===== src/rtl/fp_pack_if.sv =====
// Handshake bus for fp_pack: operand in (valid/ready), packed result out (valid/ready).
interface fp_pack_if #(
    parameter int NEXP   = 5,
    parameter int NSIG   = 10,
    parameter int NTYPES = 6
);
    logic                     in_valid;
    logic                     in_ready;
    logic                     in_sign;
    logic signed [NEXP+1:0]   in_exp;
    logic [NSIG+3:0]          in_sig;
    logic [NTYPES-1:0]        in_flags;
    logic                     out_valid;
    logic                     out_ready;
    logic [NEXP+NSIG:0]       out_f;
    logic [3:0]               out_exc;

    modport master (
        output in_valid, in_sign, in_exp, in_sig, in_flags, out_ready,
        input  in_ready, out_valid, out_f, out_exc
    );

    modport slave (
        input  in_valid, in_sign, in_exp, in_sig, in_flags, out_ready,
        output in_ready, out_valid, out_f, out_exc
    );
endinterface


===== src/rtl/fp_pack.sv =====
// Float packer: normalizes an extended significand one shift per cycle, rounds to
// nearest-even and assembles an IEEE-754 word with {invalid, overflow, underflow, inexact}.
module fp_pack #(
    parameter int NEXP = 5,
    parameter int NSIG = 10
) (
    input  logic     clk,
    input  logic     reset,
    fp_pack_if.slave io
);
    localparam int SNAN     = 0;
    localparam int QNAN     = 1;
    localparam int INFINITY = 2;
    localparam int ZERO     = 3;
    localparam int EW       = NEXP + 3;
    localparam int SW       = NSIG + 4;
    localparam int BIAS     = (1 << (NEXP - 1)) - 1;

    localparam logic signed [EW-1:0] EMIN_E = EW'(1 - BIAS);
    localparam logic signed [EW-1:0] LIM_E  = EW'(NSIG + 3);
    localparam logic signed [EW-1:0] ONE_E  = EW'(1);
    localparam logic signed [EW:0]   BIAS_B = (EW + 1)'(BIAS);
    localparam logic signed [EW:0]   MAXB   = (EW + 1)'((1 << NEXP) - 1);

    typedef enum logic [1:0] {IDLE, NORM, ROUND, DONE} state_t;

    state_t                 state, nxtState;
    logic                   sign, nxtSign;
    logic signed [EW-1:0]   exp, nxtExp, shExp, rExp;
    logic [SW-1:0]          sig, nxtSig, shSig;
    logic [NEXP+NSIG:0]     outF, nxtOutF;
    logic [3:0]             outExc, nxtOutExc;
    logic [NSIG+1:0]        m;
    logic signed [EW:0]     biased;
    logic                   up, inexact;
    logic signed [EW-1:0]   inExpExt;

    // True while any normalization step still applies; lets an operand skip NORM
    // entirely, so each NORM cycle is exactly one shift.
    function automatic logic needStep(input logic signed [EW-1:0] e, input logic [SW-1:0] s);
        return s[SW-1] | (e < EMIN_E) | (~s[NSIG+2] & (e > EMIN_E));
    endfunction

    assign inExpExt = {io.in_exp[NEXP+1], io.in_exp};

    always_ff @(posedge clk or posedge reset) begin
        if (reset) begin
            state  <= IDLE;
            sign   <= 1'b0;
            exp    <= '0;
            sig    <= '0;
            outF   <= '0;
            outExc <= '0;
        end else begin
            state  <= nxtState;
            sign   <= nxtSign;
            exp    <= nxtExp;
            sig    <= nxtSig;
            outF   <= nxtOutF;
            outExc <= nxtOutExc;
        end
    end

    always_comb begin
        nxtState  = state;
        nxtSign   = sign;
        nxtExp    = exp;
        nxtSig    = sig;
        nxtOutF   = outF;
        nxtOutExc = outExc;
        shExp     = exp;
        shSig     = sig;
        rExp      = exp;
        m         = '0;
        biased    = '0;
        up        = 1'b0;
        inexact   = 1'b0;
        case (state)
            IDLE: begin
                if (io.in_valid) begin
                    nxtSign   = io.in_sign;
                    nxtExp    = inExpExt;
                    nxtSig    = io.in_sig;
                    nxtOutExc = '0;
                    nxtState  = DONE;
                    if (io.in_flags[SNAN]) begin
                        nxtOutF   = {io.in_sign, {NEXP{1'b1}}, 1'b1, {(NSIG-1){1'b0}}};
                        nxtOutExc = 4'b1000;
                    end else if (io.in_flags[QNAN]) begin
                        nxtOutF = {io.in_sign, {NEXP{1'b1}}, 1'b1, {(NSIG-1){1'b0}}};
                    end else if (io.in_flags[INFINITY]) begin
                        nxtOutF = {io.in_sign, {NEXP{1'b1}}, {NSIG{1'b0}}};
                    end else if (io.in_flags[ZERO] || io.in_sig == '0) begin
                        nxtOutF = {io.in_sign, {(NEXP+NSIG){1'b0}}};
                    end else begin
                        nxtState = needStep(inExpExt, io.in_sig) ? NORM : ROUND;
                    end
                end
            end
            NORM: begin
                if (sig[SW-1]) begin
                    shSig = {1'b0, sig[SW-1:2], sig[1] | sig[0]};
                    shExp = exp + ONE_E;
                end else if (exp < EMIN_E) begin
                    // Far below the subnormal range only the sticky survives.
                    if ((EMIN_E - exp) > LIM_E) begin
                        shSig = {{(SW-1){1'b0}}, |sig};
                        shExp = EMIN_E;
                    end else begin
                        shSig = {1'b0, sig[SW-1:2], sig[1] | sig[0]};
                        shExp = exp + ONE_E;
                    end
                end else if (!sig[NSIG+2] && exp > EMIN_E) begin
                    shSig = {sig[SW-2:0], 1'b0};
                    shExp = exp - ONE_E;
                end
                nxtSig   = shSig;
                nxtExp   = shExp;
                nxtState = needStep(shExp, shSig) ? NORM : ROUND;
            end
            ROUND: begin
                up = sig[1] & (sig[0] | sig[2]);
                m  = {1'b0, sig[NSIG+2:2]} + (NSIG+2)'(up);
                if (m[NSIG+1]) begin
                    m    = m >> 1;
                    rExp = exp + ONE_E;
                end
                // A subnormal rounding into the hidden bit lands on biased 1 since exp==EMIN.
                biased  = m[NSIG] ? ({rExp[EW-1], rExp} + BIAS_B) : '0;
                inexact = sig[1] | sig[0];
                if (biased >= MAXB) begin
                    nxtOutF   = {sign, {NEXP{1'b1}}, {NSIG{1'b0}}};
                    nxtOutExc = 4'b0101;
                end else begin
                    nxtOutF   = {sign, biased[NEXP-1:0], m[NSIG-1:0]};
                    nxtOutExc = {2'b00, ~sig[NSIG+2] & inexact, inexact};
                end
                nxtState = DONE;
            end
            DONE: begin
                if (io.out_ready) nxtState = IDLE;
            end
            default: nxtState = IDLE;
        endcase
    end

    assign io.in_ready  = (state == IDLE);
    assign io.out_valid = (state == DONE);
    assign io.out_f     = outF;
    assign io.out_exc   = outExc;
endmodule


===== src/flat_wrapper.sv =====
// flat-port wrapper written by rule: the top's interface ports become plain ports
module fp_pack_flat 
#(
    parameter int NEXP = 5,
    parameter int NSIG = 10
)
  (clk, reset, io_in_valid, io_in_sign, io_in_exp, io_in_sig, io_in_flags, io_out_ready, io_in_ready, io_out_valid, io_out_f, io_out_exc);
  fp_pack_if #(.NEXP(NEXP), .NSIG(NSIG), .NTYPES(6)) io_i ();
  input  logic clk;
  input  logic reset;
  input wire logic [$bits(io_i.in_valid)-1:0] io_in_valid;
  input wire logic [$bits(io_i.in_sign)-1:0] io_in_sign;
  input wire logic [$bits(io_i.in_exp)-1:0] io_in_exp;
  input wire logic [$bits(io_i.in_sig)-1:0] io_in_sig;
  input wire logic [$bits(io_i.in_flags)-1:0] io_in_flags;
  input wire logic [$bits(io_i.out_ready)-1:0] io_out_ready;
  output wire logic [$bits(io_i.in_ready)-1:0] io_in_ready;
  output wire logic [$bits(io_i.out_valid)-1:0] io_out_valid;
  output wire logic [$bits(io_i.out_f)-1:0] io_out_f;
  output wire logic [$bits(io_i.out_exc)-1:0] io_out_exc;
  assign io_i.in_valid = io_in_valid;
  assign io_i.in_sign = io_in_sign;
  assign io_i.in_exp = io_in_exp;
  assign io_i.in_sig = io_in_sig;
  assign io_i.in_flags = io_in_flags;
  assign io_i.out_ready = io_out_ready;
  assign io_in_ready = io_i.in_ready;
  assign io_out_valid = io_i.out_valid;
  assign io_out_f = io_i.out_f;
  assign io_out_exc = io_i.out_exc;
  fp_pack #(.NEXP(NEXP), .NSIG(NSIG)) u_core (.clk(clk), .reset(reset), .io(io_i));
endmodule

===== config.mk =====
export PLATFORM = sky130hd
export DESIGN_NAME = fp_pack_flat
export DESIGN_NICKNAME = d
export VERILOG_FILES = /design/src/rtl/fp_pack_if.sv /design/src/rtl/fp_pack.sv /design/src/flat_wrapper.sv
export SDC_FILE = /design/constraint.sdc
export NUM_CORES = 1
export LEC_CHECK = 0
export CORE_ASPECT_RATIO = 1.1
export CORE_MARGIN = 5
export CORE_UTILIZATION = 48
export CTS_CLUSTER_SIZE = 30
export DETAILED_ROUTE_END_ITERATION = 12
export GPL_ROUTABILITY_DRIVEN = 0
export PLACE_DENSITY = 0.72
export SYNTH_ARGS = -nofsm -noshare
export SYNTH_HDL_FRONTEND = slang
export SYNTH_SLANG_ARGS = --single-unit

===== constraint.sdc =====
create_clock -name clk -period 11.5 [get_ports clk]
set_clock_uncertainty 0.2 [all_clocks]
set_input_delay 1.725 -clock clk [delete_from_list [all_inputs] [get_ports clk]]
set_output_delay 1.725 -clock clk [all_outputs]
set_load 0.005 [all_outputs]

After elaboration in Yosys (flattened, before gate mapping)
Index checks and enable logic that the tools add are counted.
{"block": "classes", "addsub": 5, "n_lt_le_gt_ge": 8, "n_eq_ne": 7, "mux": 39, "n_bitwise": 13, "reduce_logical": 14}
{"op": "2-to-1 mux 16 bit", "count": 5}
{"op": "2-to-1 mux 14 bit", "count": 5}
{"op": "2-to-1 mux 8 bit", "count": 8}
{"op": "case mux 16 bit (2 select lines)", "count": 1}
{"op": "case mux 14 bit (2 select lines)", "count": 1}
{"op": "> comparator 8 x 5 -> 1 bit (second input constant)", "count": 3}
{"op": "2-to-1 mux 11 bit", "count": 2}
{"op": "< comparator 8 x 5 -> 1 bit (second input constant)", "count": 2}
{"op": "2-to-1 mux 2 bit", "count": 8}
{"op": "case mux 8 bit (2 select lines)", "count": 1}
{"op": "2-to-1 mux 15 bit", "count": 1}
{"op": "logical NOT 14 bit", "count": 1}
{"op": "OR reduction 14 bit", "count": 1}
{"op": "adder 11 x 1 -> 12 bit", "count": 1}
{"op": "2-to-1 mux 12 bit", "count": 1}
{"op": "adder 8 x 5 -> 9 bit (second input constant)", "count": 1}
{"op": "greater-or-equal comparator 9 x 6 -> 1 bit (second input constant)", "count": 1}
{"op": "2-to-1 mux 9 bit", "count": 1}
{"op": "adder 8 x 2 -> 8 bit (second input constant)", "count": 1}
{"op": "2-to-1 mux 4 bit", "count": 2}
{"op": "case mux 2 bit (4 select lines)", "count": 1}
{"op": "case mux 4 bit (2 select lines)", "count": 1}
{"op": "AND reduction 2 bit", "count": 4}
{"op": "subtractor 5 x 8 -> 8 bit (first input constant)", "count": 1}
{"op": "other kinds (18)", "count": 32}
{"block": "totals", "regBits": 45, "input_bits": 32, "output_inout_bits": 22, "elab_cells": 93}

Depth between registers and ports, before layout
Gate-level depths: netlist of the first run.
{"block": "depth", "word_depth": 11, "mapped_depth": 16, "depth_no_buf": 14}

Worst setup path after synthesis of the first run
No wires, ideal clock.
{"block": "synth_path", "kind": "register -> register", "startpoint": "register u_core.sig[2]", "endpoint": "register u_core.outF[2], in the netlist u_core.io.out_f[2]", "setup_time_ns": 0.122, "t_arrival_ns": 3.474, "required_time_ns": 11.178, "slack_ns": 7.704, "path_stages_with_launch": 17, "path_buffers": 2, "period_less_slack_ns": 3.796, "cell_sequence": "dfrtp_1 > o21a_1 > ha_1 > nand4_4 > nor3_2 > mux2i_1 > ha_1 > clkbuf_1 > nand2_1 > nor3_1 > mux2i_1 > or3b_1 > a21oi_2 > o21ai_2 > and2_4 > buf_6 > a32o_1"}
{"block": "synth_between", "elab_chain_cells": 10, "elab_cells_between_ends": 12, "cone_classes": "add/sub (2); order compare (1); mux (7); bitwise (2)"}
{"element": "from (decl)", "line": "fp_pack.sv:30", "rtl": "logic [SW-1:0] sig, nxtSig, shSig;"}
{"element": "from (signal assigned)", "line": "fp_pack.sv:58", "rtl": "sig <= nxtSig;"}
{"element": "bitwise OR 1 bit", "line": "fp_pack.sv:122", "rtl": "up = sig[1] & (sig[0] | sig[2]);"}
{"element": "AND 1 bit", "line": "fp_pack.sv:122"}
{"element": "adder 11 x 1 -> 12 bit *", "line": "fp_pack.sv:123", "rtl": "m = {1'b0, sig[NSIG+2:2]} + (NSIG+2)'(up);"}
{"element": "2-to-1 mux 8 bit", "line": "fp_pack.sv:124", "rtl": "if (m[NSIG+1]) begin"}
{"element": "2-to-1 mux 8 bit", "line": "fp_pack.sv:78", "rtl": "case (state)"}
{"element": "adder 8 x 5 -> 9 bit", "line": "fp_pack.sv:129", "rtl": "biased = m[NSIG] ? ({rExp[EW-1], rExp} + BIAS_B) : '0;"}
{"element": "2-to-1 mux 9 bit", "line": "fp_pack.sv:129"}
{"element": "greater-or-equal comparator 9 x 6 -> 1 bit", "line": "fp_pack.sv:131", "rtl": "if (biased >= MAXB) begin"}
{"element": "2-to-1 mux 15 bit *", "line": "fp_pack.sv:131"}
{"element": "case mux 16 bit (2 select lines) *", "line": "fp_pack.sv:78"}
{"element": "to (signal assigned)", "line": "fp_pack.sv:59", "rtl": "outF <= nxtOutF;"}
{"element": "to (decl)", "line": "fp_pack.sv:31", "rtl": "logic [NEXP+NSIG:0] outF, nxtOutF;"}
Mark *: on every way between the ends. The rest lies on a longest branch, timed or not. The select of a mux whose other input is x is not followed.
A chain may end at the register's enable or synchronous reset.

Final worst setup path of the first run
{"block": "layout_path", "startpoint": "register u_core.sig[2]", "endpoint": "register u_core.outF[6], in the netlist u_core.io.out_f[6]"}
Same word-level chain as after synthesis.

==> results of run 1 <==
## flip-flops by register name, indices dropped and copies added, names as in the netlist
| name | cells |
|---|---|
| u_core.exp | 8 |
| u_core.state | 2 |
| u_core.io.out_f | 16 |
| u_core.sig | 14 |
| u_core.sign | 1 |
| u_core.io.out_exc | 4 |
## cell usage after synthesis, drive strengths merged, types with 11 or more instances
| library cell | number |
|---|---|
| a21oi | 21 |
| a221o | 14 |
| buf | 16 |
| clkbuf | 19 |
| dfrtp | 45 |
| inv | 11 |
| nand2 | 57 |
| nand3 | 16 |
| nor2 | 26 |
| nor3 | 12 |
| nor4 | 13 |
| o21ai | 39 |
| xnor2 | 14 |
## routing by layer
layer  global-route usage, %  vias to the layer above
li1                        -                     1679
met1                    31.1                     1632
met2                    32.9                      165
met3                    3.51                       12
met4                    5.83                        0
met5                       0                        -
## cell usage in the layout (no fill, tap or decap), types with 3 or more instances in the layout
| cell type | synthesis | routed |
|---|---|---|
| a211oi_1 | 6 | 6 |
| a21oi_1 | 20 | 20 |
| a221o_1 | 14 | 14 |
| a22o_1 | 5 | 5 |
| a22oi_1 | 3 | 3 |
| a31oi_1 | 3 | 3 |
| a32o_1 | 5 | 5 |
| and2_1 | 4 | 4 |
| and3_1 | 4 | 4 |
| buf_4 | 1 | 3 |
| clkbuf_8 | 0 | 5 |
| clkdlybuf4s50_1 | 0 | 51 |
| dfrtp_1 | 45 | 45 |
| ha_1 | 7 | 7 |
| inv_1 | 11 | 10 |
| mux2i_1 | 8 | 8 |
| nand2_1 | 57 | 57 |
| nand2b_1 | 4 | 4 |
| nand3_1 | 15 | 15 |
| nand4_1 | 4 | 4 |
| nand4b_1 | 3 | 3 |
| nor2_1 | 26 | 26 |
| nor2b_1 | 4 | 4 |
| nor3_1 | 11 | 11 |
| nor4_1 | 10 | 10 |
| o211ai_1 | 7 | 7 |
| o21a_1 | 5 | 5 |
| o21ai_0 | 37 | 37 |
| o22ai_1 | 4 | 4 |
| o31a_1 | 3 | 3 |
| or3_1 | 6 | 6 |
| xnor2_1 | 14 | 14 |
| xor2_1 | 8 | 8 |
## worst paths after layout
path	startpoint	end	slack, ns	cells after the start
setup / recovery	u_core.sig[2]	u_core.io.out_f[6]	7.19	14
setup reg to reg	u_core.sig[2]	u_core.io.out_f[6]	7.19	14
hold reg to reg	u_core.sign	u_core.sign	0.29	2
hold / removal	u_core.sign	u_core.sign	0.29	2
max in group asynchronous	reset	u_core.exp[2]	9.06	3
min in group asynchronous	reset	u_core.io.out_f[5]	1.64	3
## cells by family after synthesis
kind of cell / count (synthesis)
and+or+nand+nor: 168
buffers and inverters: 46
DFF: 45
xor gates and xnor gates: 22
adders and majority gates: 7
muxes: 8
AOI/OAI and AO/OA: 139
## cell type report
type                            instances  area, um^2
Timing Repair Buffer                   54         533
Clock inverter                          3        25.0
Multi-Input combinational cell        344        2260
Tap cell                               87         109
Fill cell                             693        3220
Inverter                               11        41.3
Sequential cell                        45        1130
Clock buffer                            5        68.8
## power by group through the flow
stage / sequential (W) / clock [W] / combinational [W]
floorplan: 0.000279 / 0 / 0.000582
global placement: 0.000370 / 0 / 0.000673
detailed placement: 0.000373 / 0 / 0.000683
CTS: 0.000370 / 0.000108 / 0.000687
global route: 0.000390 / 0.000117 / 0.000770
finish: 0.000376 / 0.000108 / 0.000696
## worst reg2reg max path, stage by stage (launching register included)
cell	delay, ns
dfrtp_1	0.48
o21a_1	0.18
ha_1	0.27
nand4_4	0.21
nor3_2	0.56
mux2i_1	0.31
ha_1	0.35
nand2_1	0.09
nor3_1	0.24
mux2i_1	0.21
or3b_1	0.42
a21oi_2	0.17
o21ai_2	0.09
and2_4	0.18
a32o_1	0.25
## per-stage QoR
step	setup slack [ns]	util, %
floorplan	7.70	-
CTS	7.21	56.4
finish	7.19	56.4
detailed placement	7.10	55.1
global route	6.87	56.4
global placement	7.13	55.1
==> flow_summary_export.csv, run 1 <==
group,metric,value,unit
run_status,status,"completed",
synth,ys_seq_area_share,31.4,%
grt,grt-ovfl-total,0,
layout,instances_no_fill,549,
placed_design,place_area,0.00407,mm^2
synth,yosys.area_share.simple,25.2,%
grt,grt_max_degree,46,
cts,cts.clk_slew.worst_paths,0.10,ns
timing,rsz0062_at_grt,"no",
cts,hold_buffers,0,
synth,synth_top_area_share,31.4,%
cts,cts.sinks,45,
cts,cts_setup_buffers,0,
layout,area_growth_syn_to_layout,16.1,%
timing,setup_viol,0,
route,wl_per_cell,17.7,um
synth,async_flop_share,100,%
synth,syn_inst,435,
setup_path,cp-end-kind,"flop",
timing,finalCritPeriodShare,37.4,%
layout,fin_nets,500,
pwr,power_leakage,1.63,nW
pwr,pwr-share-comb,59.0,%
placed_design,dp_cells,541,
cts,insertion_delay,0.31,ns
cts,cts-htree-levels,2,
grt,grt_pass1_wl,16.3,mm
pwr,power,0.00118,W
route,routed-wl-met2,4.40,mm
timing,finalMaxSlewViolations,0,
synth,yosysUniqueCellTypes,73,
synth,synth-compound-area-share,27.8,%
synth,synthXorXnorAreaFrac,5.37,%
route,drtIter0Drc,243,
pwr,pwr-share-clk,9.1,%
setup_path,crit_slowest_cell,"nor3_2",
pwr,power.switching,0.000594,W
placed_design,dp_hpwl,7.18,mm
setup_path,slowest_delay,0.56,ns
timing,slew_headroom,16.2,%
cts,clock_path_buffers,2,
pwr,peakVddDrop,139,uV
route,met3_length,757,um
synth,synth_top_area_cell,"dfrtp_1",
die,core_area,0.00739,mm^2
timing,fin_setup_tns,0,ns
placed_design,portBuffers,51,
synth,ys_warn_count,0,
route,routed_wirelength,9.72,mm
setup_path,cp_data_arrival_time,4.32,ns
worst_hold_path,hp-class,"reg -> reg",
job,cap_violations,0,
setup_path,crit_fanout,11,
die,die_width,92.5,um
grt,grt_use_total,21.4,%
synth,ys.flop_type,"dfrtp_1",
synth,synth_top_family_by_area,"compound AO/OA/AOI/OAI gates",
grt,antenna_found_initial,0,
synth,synth_fa_ha_area_share,2.44,%
cts,clockRootBuffer,"clkbuf_8",
pwr,internal_power,0.000585,W
setup_path,crit_path_cell_trace,"o21a_1 > ha_1 > nand4_4 > nor3_2 > mux2i_1 > ha_1 > nand2_1 > nor3_1 > mux2i_1 > or3b_1 > a21oi_2 > o21ai_2 > and2_4 > a32o_1",
synth,syn_nets,474,
route,met1_length,4.44,mm
cts,cts_resized,0,
route,viasPerCell,6.35,
die,die_h,101,um
setup_path,path_delay_family,"simple AND/OR/NAND/NOR gates",
pwr,power_frac_seq,31.9,%
synth,synth.area.top_cells,"dfrtp_1, nand2_1, o21ai_0, a221o_1, xnor2_1",
synth,synthMuxAreaShare,2.23,%
pwr,switching_share,50.4,%
setup_path,cp.required,11.51,ns
timing,post-route-min-period,4.31,ns
cts,cts_tree,"done",
setup_path,cp-start-kind,"flop",
grt,grt_pass1_vias,3226,
pwr,power_density,283,mW/mm^2
die,row_count,33,
layout,stdcell_area,0.00417,mm^2
route,vias,3488,
cts,numCtsBuffers,5,
synth,synth_area,0.00359,mm^2
layout,drive_gt1_share,5.84,%
timing,finalHoldViolCount,0,
timing,holdWs,0.295,ns
synth,synth.ff_latch_count,45,
die,pin_count,54,
timing,clock.fmax,232,MHz
timing,worstMarginPinSlew,1.25,ns
synth,syn_area_per_cell,8.25,um^2
route,final_antenna_net_count,0,
die,dieArea,0.00931,mm^2
setup_path,worstSetupPathType,"reg -> reg",
route,route.detailed.drc,0,
setup_path,worst-path-buf-inv,0,
route,top_layer,"met4",
route,drt-pass1-iter-count,5,
layout,n_antenna_cell,0,
die,start_util,48.6,%
synth,synth-edff-count,0,
Power figures use the tool's default switching activity.
==> run 2, diff against run 1 <==
==> constraint.sdc (replaced) <==
create_clock -name clk -period 4.5 [get_ports clk]
set_clock_uncertainty 0.2 [all_clocks]
set_input_delay 0.675 -clock clk [delete_from_list [all_inputs] [get_ports clk]]
set_output_delay 0.675 -clock clk [all_outputs]
set_load 0.005 [all_outputs]
==> run 2 against run 1 <==
Global-route usage down 0.32 points. Sequential power up 150%. Cell count up 0.73%. Utilization up 0.41 points. Via count up 0.52%. Routed wire length down 0.68%. Design area up 0.72%. Largest cell class unchanged.
==> flow_summary_export.csv, run 2 (synthesis results as in run 1) <==
group,metric,value,unit
timing,finalMaxSlewViolations,0,
run_status,status,"completed",
pwr,power,0.00302,W
timing,clock.fmax,254,MHz
setup_path,slowest_delay,0.45,ns
route,viasPerCell,6.34,
route,final_antenna_net_count,0,
pwr,power.switching,0.00151,W
layout,layout_commonest_cell,"nand2_1",
die,dieArea,0.00931,mm^2
layout,n_antenna_cell,0,
cts,cts.clk_slew.worst_paths,0.10,ns
cts,clock_path_buffers,2,
timing,finalCritPeriodShare,87.4,%
pwr,switching_share,50.0,%
setup_path,path_delay_family,"simple AND/OR/NAND/NOR gates",
setup_path,cp-end-kind,"flop",
setup_path,crit_slowest_cell,"dfrtp_1",
die,start_util,48.6,%
cts,numCtsBuffers,5,
grt,grt_use_total,21.0,%
grt,grt_pass1_wl,16.0,mm
setup_path,crit_path_cell_trace,"o21a_1 > ha_1 > nand4_4 > nor3_2 > mux2i_1 > ha_1 > nand2_1 > nor3_1 > mux2i_1 > or3b_1 > a21oi_2 > o21ai_2 > and2_4 > a32o_1",
layout,drive_gt1_share,6.65,%
timing,holdWs,0.302,ns
route,route.detailed.drc,0,
die,pin_count,54,
route,drtIter0Drc,291,
timing,finalHoldViolCount,0,
layout,regArea,0.00113,mm^2
pwr,power_density,720,mW/mm^2
grt,grt_max_degree,46,
layout,fin_nets,504,
setup_path,crit_fanout,11,
timing,slew_headroom,51.4,%
placed_design,dp_hpwl,7.25,mm
die,row_count,33,
setup_path,cp_data_arrival_time,3.94,ns
placed_design,portBuffers,51,
setup_path,cp.required,4.51,ns
grt,grt-ovfl-total,0,
job,cap_violations,0,
pwr,power_frac_seq,30.7,%
layout,largest_reg_flops,16,
timing,post-route-min-period,3.93,ns
cts,cts_setup_buffers,0,
timing,worstMarginPinSlew,0.722,ns
cts,cts_resized,0,
cts,cts.sinks,45,
route,vias,3506,
grt,grt_pass1_vias,3231,
grt,antenna_found_initial,0,
pwr,peakVddDrop,328,uV
timing,fin_setup_tns,0,ns
cts,clockRootBuffer,"clkbuf_8",
cts,insertion_delay,0.31,ns
pwr,power_leakage,1.65,nW
layout,final_cell_mix,"nand2_1, clkdlybuf4s50_1, dfrtp_1",
setup_path,worstSetupPathType,"reg -> reg",
route,wl_per_cell,17.5,um
layout,fillers,672,
route,routed_wirelength,9.65,mm
timing,rsz0062_at_grt,"no",
cts,hold_buffers,0,
setup_path,worst-path-buf-inv,0,
die,die_width,92.5,um
route,drt-pass1-iter-count,5,
timing,setup_viol,0,
cts,cts-htree-levels,2,
pwr,internal_power,0.00151,W
cts,cts_tree,"done",
timing,fin_ws,0.567,ns
layout,area_growth_syn_to_layout,16.9,%
pwr,pwr-share-comb,60.4,%
placed_design,dp_slack,0.613,ns
pwr,pwr-share-clk,8.9,%
die,die_h,101,um
layout,utilization,56.8,%
layout,multi_input_area,0.00226,mm^2
die,core_area,0.00739,mm^2
worst_hold_path,hp-class,"reg -> reg",
setup_path,cp-start-kind,"flop",
-- run 2: cell types whose count changed in the layout (fill, tap and decap cells not counted) --
cell,before,now
buf_4,3,7
-- run 2: worst paths after layout --
path / slack, ns / end / cells past startpoint / startpoint
worst max-delay path: 0.57 / u_core.io.out_f[6] / 14 / u_core.sig[2]
worst min-delay path: 0.30 / u_core.io.out_f[8] / 1 / u_core.io.out_f[8]
worst max register to register: 0.57 / u_core.io.out_f[6] / 14 / u_core.sig[2]
worst min register to register: 0.30 / u_core.io.out_f[8] / 1 / u_core.io.out_f[8]
max in group asynchronous: 3.11 / u_core.exp[6] / 3 / reset
min in group asynchronous: 0.59 / u_core.io.out_f[5] / 3 / reset
-- run 2: layout make-up --
| class | count | area share, % |
|---|---|---|
| Clock buffer | 5 | 1.64 |
| Clock inverter | 3 | 0.596 |
| Inverter | 11 | 0.984 |
| Multi-Input combinational cell | 344 | 53.9 |
| Sequential cell | 45 | 26.8 |
| Tap cell | 87 | 2.59 |
| Timing Repair Buffer | 58 | 13.4 |
-- run 2: metal layers --
layer  track usage (%)  routed length (um)  vias up  share of wire (%)
met5                 0                   0        -                  0
met4              6.74                 209        0                2.2
met3              3.73                 757       24                7.8
met2              32.8                4360      148                 45
met1              29.7                4330     1640                 45
li1                  -                   -     1694                  -
-- run 2: worst reg2reg max path, delay by kind of cell (launching register included) --
| kind | cells | cell delay (ns) |
|---|---|---|
| and+or+nand+nor | 6 | 1.46 |
| adders and majority gates | 2 | 0.63 |
| AOI/OAI and AO/OA | 4 | 0.64 |
| DFF | 1 | 0.45 |
| muxes | 2 | 0.46 |
-- run 2: power groups by stage --
stage	logic, W	registers (W)	clock network (W)
after floorplan	0.00149	0.000712	0
after global placement	0.00177	0.000920	0
after detailed placement	0.00179	0.000927	0
after CTS	0.00181	0.000919	0.000273
after global routing	0.00202	0.000965	0.000291
final	0.00183	0.000929	0.000268
-- run 2: stage by stage --
stage	instances	cell area (um^2)
floorplan	435	3590
CTS	553	4200
global route	553	4200
finish	553	4200
global placement	545	4100
detailed placement	545	4100
==> run 3, diff against run 2 <==
--- a/config.mk
+++ b/config.mk
@@ -5,6 +5,7 @@
 export SDC_FILE = /design/constraint.sdc
 export NUM_CORES = 1
 export LEC_CHECK = 0
+export CAP_MARGIN = 20
 export CORE_ASPECT_RATIO = 1.1
 export CORE_MARGIN = 5
 export CORE_UTILIZATION = 48
==> results of run 3 <==
No change in the layout: final DEF, timing and power equal those of run 2.
==> variant 1 (settings of run 1) <==
`NEXP` is set to 5 in 3 places; all go to 6.
--- a/src/rtl/fp_pack_if.sv
+++ b/src/rtl/fp_pack_if.sv
@@ -1,6 +1,6 @@
 // Handshake bus for fp_pack: operand in (valid/ready), packed result out (valid/ready).
 interface fp_pack_if #(
-    parameter int NEXP   = 5,
+    parameter int NEXP   = 6,
     parameter int NSIG   = 10,
     parameter int NTYPES = 6
 );
--- a/src/rtl/fp_pack.sv
+++ b/src/rtl/fp_pack.sv
@@ -1,7 +1,7 @@
 // Float packer: normalizes an extended significand one shift per cycle, rounds to
 // nearest-even and assembles an IEEE-754 word with {invalid, overflow, underflow, inexact}.
 module fp_pack #(
-    parameter int NEXP = 5,
+    parameter int NEXP = 6,
     parameter int NSIG = 10
 ) (
     input  logic     clk,
--- a/src/flat_wrapper.sv
+++ b/src/flat_wrapper.sv
@@ -1,7 +1,7 @@
 // flat-port wrapper written by rule: the top's interface ports become plain ports
 module fp_pack_flat 
 #(
-    parameter int NEXP = 5,
+    parameter int NEXP = 6,
     parameter int NSIG = 10
 )
   (clk, reset, io_in_valid, io_in_sign, io_in_exp, io_in_sig, io_in_flags, io_out_ready, io_in_ready, io_out_valid, io_out_f, io_out_exc);
Ports: changed (resized io_in_exp and io_out_f); port bits go from 54 to 56. The function was not compared with the original's and may differ.
==> variant 1 against run 1 <==
  * Total power grew 4.1%
  * Sequential cell count grew 2
  * Area after synthesis grew 14%
  * Sequential power increased by 8.2%
  * Clock power rose by 6%
  * Register-to-register slack better by 0.16 ns
  * Combinational power increased by 1%
  * Synthesized cell count up 14%
  * Worst setup slack worse by 0.23 ns
  * Non-clock buffer count unchanged
  * Wire length is 16% higher
  * Cell area up 13%
==> variant 1: results (changes against run 1) <==
yosys:
  ys_ff_latch: 47  # +4.4%
  synthTopCellsByArea: "dfrtp_1 (29%), nand2_1 (4.8%), o21ai_0 (4.6%)"
  synth.area.mux_share_pct: 4.872  # +2.6 points
  synth_cells: 498  # +14%
  synth_fa_ha_area_share_pct: 2.132  # -0.31 points
  ys_top_cells_by_count: "nand2_1 (52), dfrtp_1 (47), nor2_1 (41), o21ai_0 (38), nand3_1 (24)"
final_layout:
  final_net_count: 561  # +12%
  comb.multi_input.count: 404  # +17%
  largest_register_ff_count: 17  # +1
  inverters: 9  # -2
  drive_gt1_share_pct: 8.621  # +2.8 points
  multi_input_area_share_pct: 57.81  # +3.5 points
  area_delta_synth_final_pct: 14.40
setup_path:
  slowest_delay_ns: 0.52  # -0.04 ns
  worst_ep_arrival_time_ns: 4.52  # +0.20 ns
  slowest_stage: "nor2_1"
  crit_fanout: 9  # -2
global_route:
  use_met1_pct: 29.56  # -1.5 points
  grt_util_all_layers_pct: 21.68  # +0.32 points
  grt_pass1_vias: 3773  # +17%
  grt_max_degree: 48  # +4.3%
floorplanning:
  taps: 111  # +28%
run_status:
  status: "finished clean"
power:
  p_leak_nw: 1.778  # +8.9%
  pwr-share-clk_pct: 9.4  # +0.3 points
  pg_seq_mw: 0.407  # +8.2%
  powerDensity_nw_per_um2: 261.0  # -7.8%
  peakVddDrop_mv: 0.1392  # +0.43%
route:
  post_drt_wl_per_cell_um: 17.79  # +0.50%
  routed_via_density: 6.278  # -1.2%
  route.met3.wl_um: 729  # -3.7%
  via_count: 3974  # +14%
  wl_met1_um: 5036  # +14%
  route.met2.wl_um: 5223  # +19%
place:
  dp_worst_setup_slack_ns: 6.683  # -0.4125 ns
  dp_hpwl_um: 8369  # +17%
  port-buffer-count: 53  # +3.9%
timing:
  worstMarginPinSlew_ns: 1.033  # -0.2186 ns
-- variant 1: path summary, 6_finish.rpt --
| check | depth (start not counted) | endpoint | startpoint | slack [ns] |
|---|---|---|---|---|
| setup / recovery | 8 | u_core.io.out_f[12]$_DFFE_PP0P_ | io_in_sig[13] | 6.97 |
| hold / removal | 1 | u_core.io.out_exc[2]$_DFFE_PP0P_ | u_core.io.out_exc[2]$_DFFE_PP0P_ | 0.29 |
| setup reg to reg | 15 | u_core.io.out_f[12]$_DFFE_PP0P_ | u_core.sig[2]$_DFFE_PP0P_ | 7.35 |
| hold reg to reg | 1 | u_core.io.out_exc[2]$_DFFE_PP0P_ | u_core.io.out_exc[2]$_DFFE_PP0P_ | 0.29 |
| max in group asynchronous | 2 | u_core.exp[1]$_DFFE_PP0P_ | reset | 8.72 |
| min in group asynchronous | 2 | u_core.exp[0]$_DFFE_PP0P_ | reset | 1.75 |
==> variant 2 (flow settings as in run 1) <==
Made on the original files. Make the reset (`reset`) synchronous in one clocked block.
--- a/src/rtl/fp_pack.sv
+++ b/src/rtl/fp_pack.sv
@@ -43,7 +43,7 @@
 
     assign inExpExt = {io.in_exp[NEXP+1], io.in_exp};
 
-    always_ff @(posedge clk or posedge reset) begin
+    always_ff @(posedge clk) begin
         if (reset) begin
             state  <= IDLE;
             sign   <= 1'b0;
Formal check against the unedited RTL: differs if reset is asserted again (counterexample within 4 cycles, from zero or initial values and one cycle with reset high); with reset held inactive, the same outputs for 4 cycles.
==> variant 2 against run 1 <==
  * Area after synthesis grew 2.1%
  * Total power down 36%
  * Worst setup slack lost 0.24 ns
  * Sequential cell count did not move
  * Wire length up 6.9%
  * Critical path depth down 2
  * Cell area rose by 1.2%
  * Non-clock buffer count did not move
  * Critical path type unchanged
  * Largest cell class unchanged
==> variant 2: results (changes against run 1) <==
run_status:
  status: "finished clean"
floorplanning:
  dieWidth_um: 93.30  # +0.91%
yosys:
  ys_top_cells_by_count: "nor2_1 (69), dfxtp_1 (45), nand2_1 (38), a21oi_1 (34), clkbuf_1 (29)"
  synth_compound_area_share_pct: 31.45  # +3.7 points
  synth_cells: 487  # +12%
  synth.net_count: 526  # +11%
  synth_cell_type_count: 74  # +1.4%
  yosysSeqAreaShare_pct: 24.59  # -6.8 points
  synthArstFlopShare_pct: 0  # -100 points
  synthTopCellsByArea: "dfxtp_1 (25%), nor2_1 (7.1%), a21oi_1 (4.6%)"
  synth-xor-area-share_pct: 5.499  # +0.13 points
  synth_fa_ha_area_share_pct: 2.391  # -0.049 points
final_layout:
  seq_cell_count: 45  # unchanged
  final-seq-area_um2: 900.9  # -20%
  clkCellAreaFrac_pct: 2.759  # +0.51 points
  drive_gt1_share_pct: 7.157  # +1.3 points
  nonClkBufAreaFrac_pct: 12.64  # -0.16 points
  seq_area_share_pct: 21.36  # -5.7 points
  multi_input_area_share_pct: 59.86  # +5.5 points
  final_net_count: 541  # +8.2%
  inverters: 9  # -2
min_path:
  hp-start: "u_core.io.out_exc[2]$_SDFFE_PP0P_"
global_route:
  grt_pass1_vias: 3568  # +11%
  grt_util_all_layers_pct: 22.21  # +0.85 points
  grt_pass1_wl_um: 17210  # +5.8%
route:
  routed_via_density: 6.439  # +1.3%
  wirelength_um: 10400  # +6.9%
  dr.first_iter.drc_count: 325  # +34%
place:
  dp_worst_setup_slack_ns: 6.890  # -0.2059 ns
  dp_hpwl_um: 7702  # +7.3%
  dpl.cell_count: 582  # +7.6%
  place_area_um2: 4101  # +0.71%
setup_path:
  r2r_end: "u_core.io.out_f[3]$_SDFFE_PP0P_"
  rrSetupSlack_ns: 6.95  # -0.24 ns
  worst_ep_arrival_time_ns: 4.51  # +0.19 ns
  r2r_start: "u_core.sig[2]$_SDFFE_PP0P_"
  reg2reg_depth: 12  # -2
timing:
  setup_ws_ns: 6.953  # -0.2412 ns
  whs_ns: 0.2583  # -0.03659 ns
  worstMarginPinSlew_ns: 1.202  # -0.04974 ns
power:
  switching_power_mw: 0.3391  # -43%
  p_leak_nw: 1.548  # -5.2%
clocking:
  insertion_delay_ns: 0.30
  clk_pin_slew_ns: 0.10  # about the same
[variant 2: worst max-delay path, stage by stage (launching register included)]
cell      delay, ns
dfxtp_1        0.46
o21a_1         0.16
ha_1           0.20
nand3_2        0.21
nor3_1         0.60
buf_4          0.28
xnor2_1        0.18
inv_1          0.08
ha_1           0.25
or4_1          0.54
a211o_1        0.33
a221oi_2       0.73
o21ai_0        0.20
[variant 2: metal layers]
| layer | wire [um] | vias up | global-route usage [%] |
|---|---|---|---|
| li1 | - | 1861 | - |
| met1 | 4531 | 1780 | 28.76 |
| met2 | 5067 | 136 | 38.01 |
| met3 | 570 | 22 | 3.492 |
| met4 | 227 | 0 | 6.652 |
| met5 | 0 | - | 0 |
[variant 2: power by group through the flow]
stage	combinational, mW	clock [mW]	sequential [mW]
after floorplan	0.322	0	0.207
after global placement	0.355	0	0.264
after detailed placement	0.361	0	0.264
after CTS	0.363	0.130	0.260
after global routing	0.407	0.137	0.270
final	0.367	0.127	0.263
